$ cat config.mk
export PLATFORM = sky130hd
export DESIGN_NAME = ac97_frame_controller
export DESIGN_NICKNAME = d
export VERILOG_FILES = /design/src/rtl/ac97_pkg.sv /design/src/rtl/ac97_pcm_fifo.sv /design/src/rtl/ac97_frame_controller.sv
export SDC_FILE = /design/constraint.sdc
export NUM_CORES = 1
export LEC_CHECK = 0
export ABC_AREA = 1
export BUFFER_PORTS_ARGS = -buffer_cell sky130_fd_sc_hd__clkbuf_2
export CAP_MARGIN = 0
export CORE_MARGIN = 2
export CORE_UTILIZATION = 31
export DETAILED_ROUTE_END_ITERATION = 12
export PLACE_DENSITY = 0.58
export SYNTH_ARGS = -nofsm -noshare
export SYNTH_HDL_FRONTEND = slang
export SYNTH_SLANG_ARGS = --single-unit
$ cat constraint.sdc
create_clock -name raw_bit_clk -period 4.75 [get_ports raw_bit_clk]
set_input_delay 0.2375 -clock raw_bit_clk [delete_from_list [all_inputs] [get_ports raw_bit_clk]]
set_output_delay 0.2375 -clock raw_bit_clk [all_outputs]
set_load 0.01 [all_outputs]
$ cat src/rtl/ac97_pkg.sv
`default_nettype none
// ============================================================================
// Module      : ac97_pkg
// Description : Shared AC97 frame geometry, slot-0 tag positions and the
//               controller state encoding.
// Revision    : 1.0 - initial release
// ============================================================================
package ac97_pkg;

    // Frame geometry, in frame bit positions (bit 0 is sent first)
    localparam int FRAME_BITS  = 256;
    localparam int SLOT0_START = 0;
    localparam int SLOT0_LEN   = 16;
    localparam int SLOT_LEN    = 20;
    localparam int SLOT1_START = 16;
    localparam int SLOT2_START = 36;
    localparam int SLOT3_START = 56;
    localparam int SLOT4_START = 76;

    // Bit indices inside the 16-bit slot-0 tag word
    localparam int TAG_VALID    = 15;
    localparam int TAG_CMD_ADDR = 14;
    localparam int TAG_CMD_DATA = 13;
    localparam int TAG_PCM_L    = 12;
    localparam int TAG_PCM_R    = 11;

    typedef enum logic [0:0] {
        ST_WAIT_READY = 1'b0,
        ST_RUN        = 1'b1
    } ac97_state_t;

endpackage
`default_nettype wire

$ cat src/rtl/ac97_pcm_fifo.sv
`default_nettype none
// ============================================================================
// Module      : ac97_pcm_fifo
// Description : Two-entry FIFO holding packed {left, right} PCM samples.
//               A push and a pop in the same cycle both take effect.
// Revision    : 1.0 - initial release
// ============================================================================
module ac97_pcm_fifo
    import ac97_pkg::*;
#(
    parameter int WIDTH = 2 * SLOT_LEN
) (
    input  logic             raw_bit_clk,
    input  logic             reset_b,
    input  logic             i_push,
    input  logic [WIDTH-1:0] i_push_data,
    input  logic             i_pop,
    output logic [WIDTH-1:0] o_pop_data,
    output logic             o_empty,
    output logic             o_full
);

    logic [WIDTH-1:0] r_mem [2];
    logic             r_wr_ptr;
    logic             r_rd_ptr;
    logic [1:0]       r_count;
    logic             w_push;
    logic             w_pop;

    assign w_push     = i_push && (r_count != 2'd2);
    assign w_pop      = i_pop  && (r_count != 2'd0);
    assign o_pop_data = r_mem[r_rd_ptr];
    assign o_empty    = (r_count == 2'd0);
    assign o_full     = (r_count == 2'd2);

    // Storage, pointers and occupancy update
    always_ff @(posedge raw_bit_clk or negedge reset_b) begin
        if (!reset_b) begin
            r_mem[0] <= '0;
            r_mem[1] <= '0;
            r_wr_ptr <= 1'b0;
            r_rd_ptr <= 1'b0;
            r_count  <= 2'd0;
        end else begin
            if (w_push) begin
                r_mem[r_wr_ptr] <= i_push_data;
                r_wr_ptr        <= ~r_wr_ptr;
            end
            if (w_pop) begin
                r_rd_ptr <= ~r_rd_ptr;
            end
            case ({w_push, w_pop})
                2'b10:   r_count <= r_count + 2'd1;
                2'b01:   r_count <= r_count - 2'd1;
                default: r_count <= r_count;
            endcase
        end
    end

endmodule
`default_nettype wire

$ cat src/rtl/ac97_frame_controller.sv
`default_nettype none
// ============================================================================
// Module      : ac97_frame_controller
// Description : AC97 link controller. Generates sync, serialises a 256-bit
//               frame (tags, command, PCM) and decodes the codec's frame into
//               register read responses and ADC samples.
// Revision    : 1.0 - initial release
// ============================================================================
module ac97_frame_controller
    import ac97_pkg::*;
#(
    parameter int SYNC_LEN  = 16,
    parameter int RX_OFFSET = 2
) (
    input  logic        raw_bit_clk,
    input  logic        reset_b,
    output logic        o_sync,
    output logic        o_sdata_out,
    input  logic        i_sdata_in,
    input  logic        i_pcm_valid,
    output logic        o_pcm_ready,
    input  logic [19:0] i_pcm_left,
    input  logic [19:0] i_pcm_right,
    input  logic        i_cmd_valid,
    output logic        o_cmd_ready,
    input  logic        i_cmd_rd,
    input  logic [6:0]  i_cmd_addr,
    input  logic [15:0] i_cmd_data,
    output logic        o_rd_valid,
    output logic [6:0]  o_rd_addr,
    output logic [15:0] o_rd_data,
    output logic        o_adc_valid,
    output logic [19:0] o_adc_left,
    output logic [19:0] o_adc_right,
    output logic        o_codec_ready
);

    // Counter values at which the last bit of an rx slot is being sampled
    localparam logic [8:0] c_SYNC_LEN    = 9'(SYNC_LEN);
    localparam logic [7:0] c_RX_S0_DONE  = 8'((SLOT0_START + SLOT0_LEN - 1 + RX_OFFSET) % FRAME_BITS);
    localparam logic [7:0] c_RX_S2_DONE  = 8'((SLOT2_START + SLOT_LEN - 1 + RX_OFFSET) % FRAME_BITS);
    localparam logic [7:0] c_RX_S4_DONE  = 8'((SLOT4_START + SLOT_LEN - 1 + RX_OFFSET) % FRAME_BITS);

    logic [7:0]            r_fc;
    logic                  r_sync;
    logic                  r_sdo;
    logic [FRAME_BITS-1:0] r_tx_shift;
    ac97_state_t           r_state;
    logic                  r_codec_ready;
    logic                  r_cmd_full;
    logic                  r_cmd_rd;
    logic [6:0]            r_cmd_addr;
    logic [15:0]           r_cmd_data;
    logic [38:0]           r_rx_shift;
    logic                  r_rx_cmd;
    logic                  r_rx_pcm_l;
    logic                  r_rx_pcm_r;
    logic                  r_rd_valid;
    logic [6:0]            r_rd_addr;
    logic [15:0]           r_rd_data;
    logic                  r_adc_valid;
    logic [19:0]           r_adc_left;
    logic [19:0]           r_adc_right;

    logic                  w_run;
    logic                  w_frame_start;
    logic                  w_fifo_push;
    logic                  w_fifo_pop;
    logic                  w_fifo_empty;
    logic                  w_fifo_full;
    logic [39:0]           w_fifo_data;
    logic                  w_cmd_accept;
    logic                  w_cmd_send;
    logic [15:0]           w_slot0;
    logic [19:0]           w_slot1;
    logic [19:0]           w_slot2;
    logic [19:0]           w_slot3;
    logic [19:0]           w_slot4;
    logic [FRAME_BITS-1:0] w_frame;
    logic [39:0]           w_rx_next;

    assign w_run         = (r_state == ST_RUN);
    assign w_frame_start = (r_fc == 8'd0);
    assign o_pcm_ready   = w_run && !w_fifo_full;
    assign o_cmd_ready   = w_run && r_codec_ready && !r_cmd_full;
    assign w_fifo_push   = i_pcm_valid && o_pcm_ready;
    assign w_fifo_pop    = w_frame_start && w_run && r_codec_ready && !w_fifo_empty;
    assign w_cmd_accept  = i_cmd_valid && o_cmd_ready;
    assign w_cmd_send    = w_frame_start && w_run && r_cmd_full;
    assign w_rx_next     = {r_rx_shift, i_sdata_in};

    ac97_pcm_fifo #(
        .WIDTH (40)
    ) u_pcm_fifo (
        .raw_bit_clk (raw_bit_clk),
        .reset_b     (reset_b),
        .i_push      (w_fifo_push),
        .i_push_data ({i_pcm_left, i_pcm_right}),
        .i_pop       (w_fifo_pop),
        .o_pop_data  (w_fifo_data),
        .o_empty     (w_fifo_empty),
        .o_full      (w_fifo_full)
    );

    // Assemble the next outgoing frame; only sampled when the counter is 0
    always_comb begin
        w_slot0               = '0;
        w_slot0[TAG_VALID]    = w_run && r_codec_ready;
        w_slot0[TAG_CMD_ADDR] = w_cmd_send;
        w_slot0[TAG_CMD_DATA] = w_cmd_send && !r_cmd_rd;
        w_slot0[TAG_PCM_L]    = w_fifo_pop;
        w_slot0[TAG_PCM_R]    = w_fifo_pop;
        w_slot1 = w_cmd_send ? {r_cmd_rd, r_cmd_addr, 12'h000} : '0;
        w_slot2 = (w_cmd_send && !r_cmd_rd) ? {r_cmd_data, 4'h0} : '0;
        w_slot3 = w_fifo_pop ? w_fifo_data[39:20] : '0;
        w_slot4 = w_fifo_pop ? w_fifo_data[19:0]  : '0;
        w_frame = '0;
        w_frame[FRAME_BITS-1-SLOT0_START -: SLOT0_LEN] = w_slot0;
        w_frame[FRAME_BITS-1-SLOT1_START -: SLOT_LEN]  = w_slot1;
        w_frame[FRAME_BITS-1-SLOT2_START -: SLOT_LEN]  = w_slot2;
        w_frame[FRAME_BITS-1-SLOT3_START -: SLOT_LEN]  = w_slot3;
        w_frame[FRAME_BITS-1-SLOT4_START -: SLOT_LEN]  = w_slot4;
    end

    // Frame counter, sync and transmit shifter (frame bit k-1 leaves at count k)
    always_ff @(posedge raw_bit_clk or negedge reset_b) begin
        if (!reset_b) begin
            r_fc       <= 8'd0;
            r_sync     <= 1'b0;
            r_sdo      <= 1'b0;
            r_tx_shift <= '0;
        end else begin
            r_fc   <= r_fc + 8'd1;
            r_sync <= ({1'b0, r_fc} < c_SYNC_LEN);
            if (w_frame_start) begin
                r_tx_shift <= w_frame;
                r_sdo      <= 1'b0;
            end else begin
                r_sdo      <= r_tx_shift[FRAME_BITS-1];
                r_tx_shift <= {r_tx_shift[FRAME_BITS-2:0], 1'b0};
            end
        end
    end

    // Link state: wait for the codec to report ready, then run until reset
    always_ff @(posedge raw_bit_clk or negedge reset_b) begin
        if (!reset_b) begin
            r_state       <= ST_WAIT_READY;
            r_codec_ready <= 1'b0;
        end else begin
            if (r_fc == c_RX_S0_DONE && w_rx_next[TAG_VALID]) begin
                r_codec_ready <= 1'b1;
            end
            case (r_state)
                ST_WAIT_READY: if (r_codec_ready) r_state <= ST_RUN;
                ST_RUN:        r_state <= ST_RUN;
                default:       r_state <= ST_WAIT_READY;
            endcase
        end
    end

    // Command holding register; emptied when its frame is latched
    always_ff @(posedge raw_bit_clk or negedge reset_b) begin
        if (!reset_b) begin
            r_cmd_full <= 1'b0;
            r_cmd_rd   <= 1'b0;
            r_cmd_addr <= '0;
            r_cmd_data <= '0;
        end else if (w_cmd_accept) begin
            r_cmd_full <= 1'b1;
            r_cmd_rd   <= i_cmd_rd;
            r_cmd_addr <= i_cmd_addr;
            r_cmd_data <= i_cmd_data;
        end else if (w_cmd_send) begin
            r_cmd_full <= 1'b0;
        end
    end

    // Receiver: the last 40 bits always hold the two most recent rx slots
    always_ff @(posedge raw_bit_clk or negedge reset_b) begin
        if (!reset_b) begin
            r_rx_shift  <= '0;
            r_rx_cmd    <= 1'b0;
            r_rx_pcm_l  <= 1'b0;
            r_rx_pcm_r  <= 1'b0;
            r_rd_valid  <= 1'b0;
            r_rd_addr   <= '0;
            r_rd_data   <= '0;
            r_adc_valid <= 1'b0;
            r_adc_left  <= '0;
            r_adc_right <= '0;
        end else begin
            r_rx_shift  <= w_rx_next[38:0];
            r_rd_valid  <= 1'b0;
            r_adc_valid <= 1'b0;
            if (r_fc == c_RX_S0_DONE) begin
                r_rx_cmd   <= w_rx_next[TAG_CMD_ADDR] && w_rx_next[TAG_CMD_DATA];
                r_rx_pcm_l <= w_rx_next[TAG_PCM_L];
                r_rx_pcm_r <= w_rx_next[TAG_PCM_R];
            end
            // slot1 sits in [39:20], slot2 in [19:0]
            if (r_fc == c_RX_S2_DONE && r_rx_cmd) begin
                r_rd_valid <= 1'b1;
                r_rd_addr  <= w_rx_next[38:32];
                r_rd_data  <= w_rx_next[19:4];
            end
            // slot3 sits in [39:20], slot4 in [19:0]
            if (r_fc == c_RX_S4_DONE && r_rx_pcm_l) begin
                r_adc_valid <= 1'b1;
                r_adc_left  <= w_rx_next[39:20];
                r_adc_right <= r_rx_pcm_r ? w_rx_next[19:0] : 20'h0;
            end
        end
    end

    assign o_sync        = r_sync;
    assign o_sdata_out   = r_sdo;
    assign o_codec_ready = r_codec_ready;
    assign o_rd_valid    = r_rd_valid;
    assign o_rd_addr     = r_rd_addr;
    assign o_rd_data     = r_rd_data;
    assign o_adc_valid   = r_adc_valid;
    assign o_adc_left    = r_adc_left;
    assign o_adc_right   = r_adc_right;

endmodule
`default_nettype wire
Word-level counts from Yosys, hierarchy flattened
Index checks and enable logic that the tools add are counted.
- equality and inequality tests: 7
- magnitude comparators: 4
- reductions and logical operators: 26
- multiplexer cells: 20
- add/subtract/negate cells: 3
- bitwise logic cells: 5
- operators by type and width (cell ; count):
    $mux W256 ; 1
    $mux W40 ; 4
    $mux W20 ; 5
    $bwmux W80 ; 1
    $demux W40 S1 ; 1
    $logic_and A1 B1 Y1 ; 17
    $add A8 B1 Y8 const B ; 1
    $eq A8 B5 Y1 const B ; 1
    $eq A8 B6 Y1 const B ; 1
    $eq A8 B7 Y1 const B ; 1
    $logic_not A8 Y1 ; 1
    $lt A8 B5 Y1 const B ; 1
    $mux W1 ; 6
    $reduce_bool A2 Y1 ; 3
    $eq A2 B2 Y1 const B ; 2
    $ge A2 B2 Y1 const B ; 2
    $logic_not A1 Y1 ; 4
    $not A1 Y2 ; 2
    $pmux W2 S2 ; 1
    $not A1 Y1 ; 3
    $add A2 B1 Y2 const B ; 1
    $eq A2 B1 Y1 const B ; 1
    $logic_not A2 Y1 ; 1
    $lt A2 B1 Y1 const B ; 1
    other kinds (3) ; 3
- flip-flop bits (word level): 484
- logic and storage cells: 90

Longest topological paths before layout
- depth in word-level cells: 7
- gate-level depth with buffers: 11
- depth with buffers taken out: 10

Hierarchy
Synthesis repeated with hierarchy kept, for this count alone.
- cells, all modules: 1357
- area total of the unflattened synthesis: 12973.7 um2
- by module, submodules not included (module ; area an instance (um2) ; seq. area each (um2) ; cells an instance ; instances):
    ac97_frame_controller ; 8664.6 ; 6005.8 ; 841 ; 1
    ac97_pcm_fifo ; 4309.1 ; 2102.0 ; 516 ; 1

Least setup slack after synthesis
OpenSTA, ideal clock, no wires.
- path kind: reg-to-reg
- from: reg r_fc[0]
- to: reg u_pcm_fifo.r_count[1]
- arrival: 1.804 ns
- data required time: 4.619 ns
- path buffers: 1
- stages on the path, launching flop included: 12
- setup slack: 2.815 ns
- cell sequence: dfrtp_1 -> inv_1 -> ha_1 -> nand2_2 -> nor2_8 -> nand3_4 -> buf_2 -> inv_1 -> ha_1 -> a21oi_1 -> o21ai_0 -> xor2_1
- word-level cells in the longest chain between the ends: 7
- elaborated cells on any way between the ends: 9
- RTL lines (what ; RTL line ; source):
    start, declared ; ac97_frame_controller.sv:44 ; logic [7:0] r_fc;
    start signal, assigned ; ac97_frame_controller.sv:133 ; r_fc <= r_fc + 8'd1;
    $logic_not A8 Y1 (*) ; ac97_frame_controller.sv:83 ; assign w_frame_start = (r_fc == 8'd0);
    $logic_and A1 B1 Y1 (*) (3 in series) ; ac97_frame_controller.sv:87 ; assign w_fifo_pop = w_frame_start && w_run && r_codec_ready && !w_fifo_empty;
    $logic_and A1 B1 Y1 (*) ; ac97_pcm_fifo.sv:31 ; assign w_pop = i_pop && (r_count != 2'd0);
    net u_pcm_fifo.w_pop ; ac97_pcm_fifo.sv:28 ; logic w_pop;
    $eq A2 B1 Y1 / $eq A2 B2 Y1 (equally long branches) ; ac97_pcm_fifo.sv:52 ; case ({w_push, w_pop})
    $pmux W2 S2 / $reduce_bool A2 Y1 (equally long branches) ; - ;
    end signal, assigned ; ac97_pcm_fifo.sv:53 ; 2'b10: r_count <= r_count + 2'd1;
    end signal, assigned ; ac97_pcm_fifo.sv:54 ; 2'b01: r_count <= r_count - 2'd1;
    end signal, assigned ; ac97_pcm_fifo.sv:55 ; default: r_count <= r_count;
    end, declared ; ac97_pcm_fifo.sv:26 ; logic [1:0] r_count;
The timed path passes the listed nets; every way through them passes the cells marked *.
A chain may end at the register's enable or synchronous reset.

Worst setup path after layout
- from: reg r_fc[0]
- to: reg r_tx_shift[205]
- word-level cells in the longest chain between the ends: 6
- RTL lines (what ; RTL line ; source):
    $logic_not A8 Y1 (*) ; ac97_frame_controller.sv:83 ;
    $logic_and A1 B1 Y1 (2 in series) ; ac97_frame_controller.sv:89 ; assign w_cmd_send = w_frame_start && w_run && r_cmd_full;
    $logic_and A1 B1 Y1 ; ac97_frame_controller.sv:114 ; w_slot2 = (w_cmd_send && !r_cmd_rd) ? {r_cmd_data, 4'h0} : '0;
    $mux W20 ; ac97_frame_controller.sv:114 ;
    $mux W256 (*) ; ac97_frame_controller.sv:135 ; if (w_frame_start) begin
    end signal, assigned ; ac97_frame_controller.sv:136 ; r_tx_shift <= w_frame;
    end signal, assigned ; ac97_frame_controller.sv:140 ; r_tx_shift <= {r_tx_shift[FRAME_BITS-2:0], 1'b0};
    end, declared ; ac97_frame_controller.sv:47 ; logic [FRAME_BITS-1:0] r_tx_shift;
Every way passes the cells marked *; elsewhere a longest branch is shown, timed or not.

==> impl_metrics.toml <==
[outcome]
status = "complete, no violations"

[worst_setup_path]
required_ps = 5170
slowest_delay_ps = 490
criticalPathCategory = "register to register"
path_cells = "inv_1, ha_1, nand2_2, nor2_8, buf_4, nand4_4, o21bai_1"
startpoint_type = "register"
cp_max_fo = 53
endpoint_kind = "register"
critPathSlowestCell = "nand2_2"
critPathArrivalTime_ps = 3260

[global_route]
grt_usage_pct = 12.4
antenna_found_initial = 1
grt_start_max_net_pins = 119
grt_pass1_vias = 8274
overflow = 0
grt_pass1_wl_um = 42400

[power]
powerDensity_nw_per_um2 = 391
leakagePower_nw = 7.64
ir_worst_vdd_mv = 0.199

[place]
dpl_worst_slack_ps = 1840
place_congestion = 0.732
port_buffers = 138
hpwl_um = 16000

[clocking]
clockBufferDepth = 3
clock-sinks = 324
postCtsResizedCells = 0
clk_latency_ps = 520
clock_tree.root_cell = "clkbuf_16"
cts_tree = "built"
cts_made_buffers = 36
cts.clk_slew.worst_paths_ps = 60
h-tree-depth = 2

[routing]
drtIter0Drc = 539
post_drt_wl_per_cell_um = 13.6
routed_wl_um = 25800
avgViaCountPerCell = 4.31
ant_nets = 0
vias = 8207
remaining_drc_errors = 0
dr.pass1.iters = 5

[logic_synthesis]
synth_cells = 1167
yosysWarnings = 0
synth_nets = 1240
synth_cell_types = 31
avgSynthCellArea_um2 = 10.9
netlist.area_leader.share_pct = 63.8
syn-cell-area_um2 = 12700
ys_seq_elements = 324
synthTopCellsByArea = "dfrtp_1 (64%), nand2_1 (6.0%), o21ai_2 (4.3%)"
synth_seq_area_share_pct = 63.8
synth.largest_area_cell = "dfrtp_1"

[timing]
fin_setup_tns_ps = 0
slew_viol_final = 0
fin_crit_sh_pct = 59.9
fin_crit_ps = 2850
fin_skew_ps = 15.0
tightestPinTransition_ps = 969
whs_ps = 11.8
rsz0062_at_grt = "false"
fmax_ghz = 0.351
hold_viol_final = 0
finalSetupViolations = 0
slew_headroom_pct = 35.2
postLayoutSetupSlackWorst_ps = 1900

[final_layout]
area_growth_pct = 22.1
nFillCells = 4023
antennaDiodeCount = 0
drive_above_1_share_pct = 24.0
register_area_um2 = 8110
fin_nets = 1421
multi_input_area_um2 = 3700
utilization_pct = 38.2

[floorplanning]
fp.dieW_um = 207
core_um2 = 40600
die_h_um = 207
dieArea_um2 = 42600
start_util_pct = 31.3
row_count = 74
io_pins = 139

[run]
cap_viol_max_count = 0

[min_path]
hold_class = "primary input to register"
-- layer usage --
metal  wire length [µm]  vias up  GRT usage [%]
met4                465        2           3.80
met5                 14        -              0
met2              11800      129           19.4
li1                   -     4079              -
met1              12500     3959           17.2
met3               1070       38           2.54
-- where the power goes --
part,total [W],internal (W),switching [W],leakage (nW)
clock,0.00280,0.00168,0.00112,0.599
combinational,0.000344,0.000111,0.000233,2.72
sequential,0.00293,0.00288,0.0000496,4.32
total,0.00607,0.00467,0.00140,7.64
-- cell type report --
type	count	share of cell area, %
flip-flops and latches	324	52.2
clock inverters	10	0.669
well taps	532	4.29
inverters	133	3.22
repair buffers	203	8.62
multi-input cells	650	23.8
clock buffers	54	7.16
-- layout by cell type, fill, tap and decap left out, drive strengths merged, types with 4 or more instances in the layout --
cell,instances
nor2,77
dfrtp,324
dlygate4sd3,55
clkinv,7
inv,134
nand3,7
nand2,244
clkbuf,191
mux2i,39
o21ai,221
ha,4
buf,11
o21bai,16
xor2,8
a21oi,27
-- state kept, by name (all words and copies together), names as in the netlist, 2 cells and up --
| name | count |
|---|---|
| r_tx_shift | 96 |
| u_pcm_fifo.r_mem | 80 |
| r_rx_shift | 39 |
| o_adc_left | 20 |
| o_adc_right | 20 |
| o_rd_data | 16 |
| r_cmd_data | 16 |
| r_fc | 8 |
| o_rd_addr | 7 |
| r_cmd_addr | 7 |
| u_pcm_fifo.r_count | 2 |
-- Yosys cell counts --
cell type  count
a21oi_1       26
a21oi_4        1
and3_1         1
buf_2         22
buf_4          2
buf_6         20
clkbuf_1      16
dfrtp_1      324
ha_1           4
inv_1        132
inv_2          1
mux2i_1       39
nand2_1      204
nand2_2       40
nand3_1        3
nand3_2        1
nand3_4        3
nand3b_4       1
nand4_1        1
nand4_4        1
nor2_1        73
nor2_2         3
nor2_8         1
nor3_1         2
o21ai_0       89
o21ai_1       70
o21ai_2       62
o21bai_1       7
o21bai_4       9
xnor2_1        1
xor2_1         8
-- path summary, 6_finish.rpt --
path / start / end / slack, ps / cells after the start
worst max-delay path: r_fc[0]$_DFF_PN0_ / r_tx_shift[205]$_DFF_PN0_ / 1900 / 7
worst min-delay path: i_pcm_left[15] / u_pcm_fifo.r_mem[75]$_DFFE_PN0P_ / 10 / 3
worst max register to register: r_fc[0]$_DFF_PN0_ / r_tx_shift[205]$_DFF_PN0_ / 1900 / 7
worst min register to register: r_rx_shift[28]$_DFF_PN0_ / r_rx_shift[29]$_DFF_PN0_ / 370 / 0
max in group asynchronous: reset_b / u_pcm_fifo.r_rd_ptr$_DFFE_PN0P_ / 3050 / 3
min in group asynchronous: reset_b / o_rd_data[3]$_DFFE_PN0P_ / 400 / 2
-- metrics by stage --
stage / std cells / total power, W / cell area, µm²
detailed placement: 1787 / 0.00330 / 13800
floorplan: 1167 / 0.00313 / 12700
global placement: 1787 / 0.00329 / 13800
CTS: 1906 / 0.00616 / 15500
global route: 1906 / 0.00633 / 15500
finish: 1906 / 0.00607 / 15500
-- cells by family after synthesis --
family	after synthesis	share of synthesized area [%]
compound gates	264	13.4
xor+xnor	9	0.620
fa+ha+maj	4	0.394
buf+inv	193	7.15
flops	324	63.8
mux	39	3.07
simple gates	334	11.6
-- timing repair --
item,CTS,global route
endpoints found under the hold margin,198,0
buffers inserted,0,0
hold buffers,55,0
-- critical path: cells and delay by family, from the launching register on --
family,cells,cell delay (ps)
AOI/OAI and AO/OA,1,290
adders and majority gates,1,160
buffers and inverters,2,540
DFF,1,410
and+or+nand+nor,3,1270
(Power assumes the default switching activity.)
